## config.mk

```make
export PLATFORM = sky130hd
export DESIGN_NAME = fpu_rr_arbiter
export DESIGN_NICKNAME = d
export VERILOG_FILES = /design/src/rtl/fpu_rr_arbiter.sv
export SDC_FILE = /design/constraint.sdc
export NUM_CORES = 1
export LEC_CHECK = 0
export ABC_AREA = 1
export BUFFER_PORTS_ARGS = -buffer_cell sky130_fd_sc_hd__buf_2
export CORE_AREA = 4 4 255 257
export CTS_BUF_LIST = sky130_fd_sc_hd__clkbuf_8 sky130_fd_sc_hd__clkbuf_16
export DETAILED_ROUTE_END_ITERATION = 8
export DIE_AREA = 0 0 259 261
export GPL_ROUTABILITY_DRIVEN = 1
export GPL_TIMING_DRIVEN = 0
export PLACE_DENSITY = 0.3
export RECOVER_POWER = 50
export SKIP_CTS_REPAIR_TIMING = 1
export SYNTH_ARGS = -nofsm -noshare
export SYNTH_HDL_FRONTEND = slang
export SYNTH_SLANG_ARGS = --single-unit
```

## constraint.sdc

```tcl
create_clock -name clk_i -period 4.2 [get_ports clk_i]
set_input_delay 0.42 -clock clk_i [delete_from_list [all_inputs] [get_ports clk_i]]
set_output_delay 0.42 -clock clk_i [all_outputs]
set_load 0.005 [all_outputs]
```

## src/rtl/fpu_rr_arbiter.sv

```systemverilog
// Round-robin front end that shares one FPU between NumReq requesters.
// Issues are stamped with the requester index as tag, and results are routed back by tag.
module fpu_rr_arbiter #(
    parameter  int NumReq         = 4,
    parameter  int Width          = 32,
    parameter  int MaxOutstanding = 4,
    localparam int IdxW           = $clog2(NumReq)
) (
    input  logic                              clk_i,
    input  logic                              rst_i,
    input  logic                              flush_i,
    input  logic [NumReq-1:0]                 req_valid_i,
    output logic [NumReq-1:0]                 req_ready_o,
    input  logic [NumReq-1:0][2:0][Width-1:0] req_operands_i,
    input  logic [NumReq-1:0][3:0]            req_op_i,
    input  logic [NumReq-1:0]                 req_op_mod_i,
    input  logic [NumReq-1:0][2:0]            req_rnd_mode_i,
    input  logic [NumReq-1:0][2:0]            req_src_fmt_i,
    input  logic [NumReq-1:0][2:0]            req_dst_fmt_i,
    input  logic [NumReq-1:0][1:0]            req_int_fmt_i,
    output logic [NumReq-1:0]                 rsp_valid_o,
    input  logic [NumReq-1:0]                 rsp_ready_i,
    output logic [Width-1:0]                  rsp_result_o,
    output logic [4:0]                        rsp_status_o,
    output logic [2:0][Width-1:0]             fpu_operands_o,
    output logic [3:0]                        fpu_op_o,
    output logic                              fpu_op_mod_o,
    output logic [2:0]                        fpu_rnd_mode_o,
    output logic [2:0]                        fpu_src_fmt_o,
    output logic [2:0]                        fpu_dst_fmt_o,
    output logic [1:0]                        fpu_int_fmt_o,
    output logic [IdxW-1:0]                   fpu_tag_o,
    output logic                              fpu_in_valid_o,
    input  logic                              fpu_in_ready_i,
    input  logic [Width-1:0]                  fpu_result_i,
    input  logic [4:0]                        fpu_status_i,
    input  logic [IdxW-1:0]                   fpu_tag_i,
    input  logic                              fpu_out_valid_i,
    output logic                              fpu_out_ready_o,
    output logic                              fpu_flush_o,
    output logic                              busy_o
);
    localparam int CntW = $clog2(MaxOutstanding + 1);

    typedef enum logic {IDLE, HOLD} state_e;

    state_e                        r_state;
    logic [IdxW-1:0]               r_ptr;
    logic [IdxW-1:0]               r_grant;
    logic [NumReq-1:0][CntW-1:0]   r_cnt;
    logic                          r_rsp_err;

    logic                          w_kill;
    logic [NumReq-1:0]             w_elig;
    logic [NumReq-1:0]             w_inc;
    logic [NumReq-1:0]             w_dec;
    logic [NumReq-1:0]             w_cnt_zero;
    logic [NumReq-1:0][IdxW-1:0]   w_rot_idx;
    logic [IdxW-1:0]               w_pick;
    logic                          w_pick_valid;
    logic [IdxW-1:0]               w_sel;
    logic                          w_issue;
    logic                          w_tag_ok;
    logic                          w_err;

    assign w_kill = rst_i | flush_i;

    // w_rot_idx[k] is the k-th candidate when scanning cyclically from r_ptr.
    genvar gi;
    generate
        for (gi = 0; gi < NumReq; gi++) begin : g_req
            assign w_elig[gi]     = req_valid_i[gi] && (r_cnt[gi] < CntW'(MaxOutstanding));
            assign w_rot_idx[gi]  = (int'(r_ptr) + gi >= NumReq) ? IdxW'(int'(r_ptr) + gi - NumReq)
                                                                 : IdxW'(int'(r_ptr) + gi);
            assign req_ready_o[gi] = w_issue && (w_sel == IdxW'(gi));
            assign rsp_valid_o[gi] = !w_kill && fpu_out_valid_i && (fpu_tag_i == IdxW'(gi));
            assign w_inc[gi]       = req_ready_o[gi];
            assign w_dec[gi]       = rsp_valid_o[gi] && rsp_ready_i[gi];
            assign w_cnt_zero[gi]  = (r_cnt[gi] == '0);
        end
    endgenerate

    // Scan from the far end so the closest eligible candidate wins.
    always_comb begin
        w_pick       = r_ptr;
        w_pick_valid = 1'b0;
        for (int k = NumReq - 1; k >= 0; k--) begin
            if (w_elig[w_rot_idx[k]]) begin
                w_pick       = w_rot_idx[k];
                w_pick_valid = 1'b1;
            end
        end
    end

    assign w_sel          = (r_state == HOLD) ? r_grant : w_pick;
    assign fpu_in_valid_o = !w_kill && ((r_state == HOLD) || w_pick_valid);
    assign w_issue        = fpu_in_valid_o && fpu_in_ready_i;

    assign fpu_tag_o      = w_sel;
    assign fpu_operands_o = req_operands_i[w_sel];
    assign fpu_op_o       = req_op_i[w_sel];
    assign fpu_op_mod_o   = req_op_mod_i[w_sel];
    assign fpu_rnd_mode_o = req_rnd_mode_i[w_sel];
    assign fpu_src_fmt_o  = req_src_fmt_i[w_sel];
    assign fpu_dst_fmt_o  = req_dst_fmt_i[w_sel];
    assign fpu_int_fmt_o  = req_int_fmt_i[w_sel];

    // During flush or reset the FPU output is drained without delivering anything.
    assign w_tag_ok        = (int'(fpu_tag_i) < NumReq);
    assign fpu_out_ready_o = w_kill || (w_tag_ok && rsp_ready_i[fpu_tag_i]);
    assign rsp_result_o    = fpu_result_i;
    assign rsp_status_o    = fpu_status_i;
    assign fpu_flush_o     = w_kill;
    assign busy_o          = !rst_i && ((|r_cnt) || (r_state == HOLD));
    assign w_err           = |(w_dec & ~w_inc & w_cnt_zero);

    always_ff @(posedge clk_i) begin
        if (rst_i) begin
            r_state <= IDLE;
            r_ptr   <= '0;
            r_grant <= '0;
        end else if (flush_i) begin
            r_state <= IDLE;
        end else if (w_issue) begin
            r_state <= IDLE;
            r_ptr   <= (w_sel == IdxW'(NumReq - 1)) ? '0 : w_sel + 1'b1;
        end else if (fpu_in_valid_o) begin
            r_state <= HOLD;
            r_grant <= w_sel;
        end
    end

    // Issue and completion on the same requester cancel; a stray completion saturates at 0.
    always_ff @(posedge clk_i) begin
        if (w_kill) begin
            r_cnt <= '0;
        end else begin
            for (int i = 0; i < NumReq; i++) begin
                if (w_inc[i] && !w_dec[i]) begin
                    r_cnt[i] <= r_cnt[i] + 1'b1;
                end else if (w_dec[i] && !w_inc[i] && !w_cnt_zero[i]) begin
                    r_cnt[i] <= r_cnt[i] - 1'b1;
                end
            end
        end
    end

    always_ff @(posedge clk_i) begin
        if (rst_i) begin
            r_rsp_err <= 1'b0;
        end else begin
            r_rsp_err <= r_rsp_err | w_err;
        end
    end

    always_ff @(posedge clk_i) begin
        if (!rst_i) begin
            assert (!r_rsp_err);
        end
    end

endmodule

```

==> impl_metrics.env <==
export IMPL_status="finished, final reports clean"
export IMPL_yosysSeqAreaShare=0.0596
export IMPL_antenna_found_initial=13
export IMPL_firstDrtPassIters=5
export IMPL_power_w=0.00282
export IMPL_netlist_area_mm2=0.00571
export IMPL_max_freq_mhz=269
export IMPL_clockBufferDepth=2
export IMPL_place_gp_congestion=0.878
export IMPL_via_per_inst=3.81
export IMPL_drt_total_wl_um=48300
export IMPL_rsz0062_at_grt="false"
export IMPL_worst_skew_pair_late_latency_ns=0.25
export IMPL_cp_max_fo=10
export IMPL_place_hpwl_um=42200
export IMPL_dpl_cell_area_mm2=0.00990
export IMPL_startpoint_type="register"
export IMPL_antenna_left=0
export IMPL_slew_headroom=0.304
export IMPL_layout_commonest_cell="buf_2"
export IMPL_critPathArrivalTime_ns=3.29
export IMPL_grt_overflow=0
export IMPL_required_ns=3.78
export IMPL_drv_cap=0
export IMPL_avgSynthCellArea_um2=6.47
export IMPL_crit_type="reg2out"
export IMPL_layout_cells_non_filler=2365
export IMPL_utilization=0.158
export IMPL_synth_cell_types=38
export IMPL_cts_sinks=17
export IMPL_min_path_type="in2reg"
export IMPL_die_h_um=261
export IMPL_final_hold_violation_count=0
export IMPL_core_mm2=0.0627
export IMPL_finalCritPeriodShare=0.884
export IMPL_grt_pass1_wl_um=65700
export IMPL_start_util=0.0910
export IMPL_final_nets=2018
export IMPL_ys_ff_latch=17
export IMPL_mostFrequentLayoutCells="615 x buf_2, 221 x nand2_1, 103 x a21oi_1"
export IMPL_syn_inst=883
export IMPL_numCtsBuffers=3
export IMPL_synthFlopType="dfxtp_1"
export IMPL_place_inst=2354
export IMPL_drv_slew=0
export IMPL_drc=0
export IMPL_synthTopCellsByArea="a22oi_2 19%, nand2_1 14%, a21oi_2 12%"
export IMPL_yosys_area_top_type="a22oi_2"
export IMPL_syn_num_nets=1388
export IMPL_ys_warn_count=0
export IMPL_drive_above_1_share=0.577
export IMPL_wl_per_cell_um=20.4
export IMPL_final_area_mm2=0.00989
export IMPL_fin_crit_ns=3.71
export IMPL_cts_tree="done"
export IMPL_fin_setup_tns_ns=0
export IMPL_ctsRootBufferMaster="clkbuf_16"
export IMPL_die_area_mm2=0.0676
export IMPL_area_delta_synth_final_pct=73.2
export IMPL_finalSetupViolations=0
export IMPL_num_vias=9004
export IMPL_p_leak_nw=4.76
export IMPL_rows=92
export IMPL_groute_usage_overall=0.130
export IMPL_power_density_mw_per_mm2=285
export IMPL_grt_pass1_vias=9467
export IMPL_die_width_um=259
export IMPL_finalClockSkew_ns=0.00246
export IMPL_synth_top_area_share=0.188
export IMPL_endpoint_kind="primary output"
export IMPL_path_clk_slew_ns=0.06
export IMPL_port_buffers=625
export IMPL_io_pins=663
export IMPL_drt_iter0_drc=425
export IMPL_irDropWorstVdd_mv=0.148
export IMPL_synth_async_reset_ratio=0
export IMPL_grt_max_degree=11
export IMPL_htree_levels=1
export IMPL_tightest_slew_ns=1.04
export IMPL_synth_edf_count=0
[per-stage QoR]
stage / worst slack [ns] / hold WS [ns]
after CTS: 0.417 / 0.423
after global placement: 0.760 / 0.495
after global routing: 0.120 / 0.425
final: 0.487 / 0.414
after floorplan: 1.73 / 0.465
after detailed placement: 0.694 / 0.507
[power breakdown]
| part | internal [W] | switching [W] | total (W) |
|---|---|---|---|
| Combinational | 0.000977 | 0.00148 | 0.00245 |
| Clock | 0.000127 | 0.0000710 | 0.000198 |
| Sequential | 0.000165 | 0.00000372 | 0.000169 |
| Total | 0.00127 | 0.00155 | 0.00282 |
[final cells by class]
class                      instances  area, µm²
inverter                          33        126
timing repair buffer             625       3080
clock inverter                     1       3.75
antenna                            7       17.5
sequential                        17        340
multi-input combinational        721       4400
tap                              846       1060
fill                            7516      52800
buffer                           112        792
clock buffer                       3       75.1
[kinds of logic after synthesis]
logic type      count (synthesis)  share of synthesized area
compound gates                362                      0.494
simple gates                  354                      0.267
buf+inv                       145                      0.164
flops                          17                     0.0596
fa+ha+maj                       5                     0.0162
[per-layer routing]
layer  part of all wire  vias up  global-route usage
met4              0.026        8              0.0316
met3              0.079       52              0.0343
met1               0.39     4183               0.152
met5             0.0011        -                   0
li1                   -     4322                   -
met2               0.50      439               0.237
[registers in the layout, indices dropped and copies added (netlist names)]
register  flops
r_cnt        12
r_grant       2
r_ptr         2
r_state       1
[synth_stat cells, types with 2 or more instances]
cell type	n
nand2_1	220
fa_1	4
nor3_1	8
nand3_1	25
a22oi_2	86
o21ai_0	51
inv_1	29
nand3_2	3
nand4_1	5
o22ai_1	26
a211oi_1	2
nand2_2	4
buf_2	33
buf_6	20
inv_2	3
or2_2	9
o21ai_1	10
dfxtp_1	17
a21oi_2	81
a21oi_1	103
buf_4	45
clkbuf_1	11
nor2_1	56
or2_0	18
[path summary, 6_finish.rpt]
check / end / depth (start not counted) / start / slack, ns
worst min register to register: r_cnt[9]$_SDFFE_PP0P_ / 1 / r_cnt[9]$_SDFFE_PP0P_ / 0.50
worst max-delay path: fpu_operands_o[62] / 15 / r_ptr[0]$_SDFFE_PP0P_ / 0.49
worst min-delay path: r_state$_SDFFE_PP0N_ / 2 / fpu_in_ready_i / 0.41
worst max register to register: r_cnt[2]$_SDFFE_PP0P_ / 16 / r_ptr[0]$_SDFFE_PP0P_ / 1.27
[critical path, cell delays in order (launching register included)]
cell	delay [ns]
dfxtp_1	0.31
buf_6	0.14
inv_4	0.09
nand3_2	0.07
nand2_1	0.12
nand2_1	0.08
nand2_1	0.07
nand2_1	0.04
nand3_1	0.17
nand2_1	0.08
o21ai_1	0.55
clkbuf_2	0.47
clkbuf_2	0.39
a21oi_2	0.06
a22oi_2	0.23
buf_2	0.16
No activity file was read; power rests on OpenSTA's default activity.
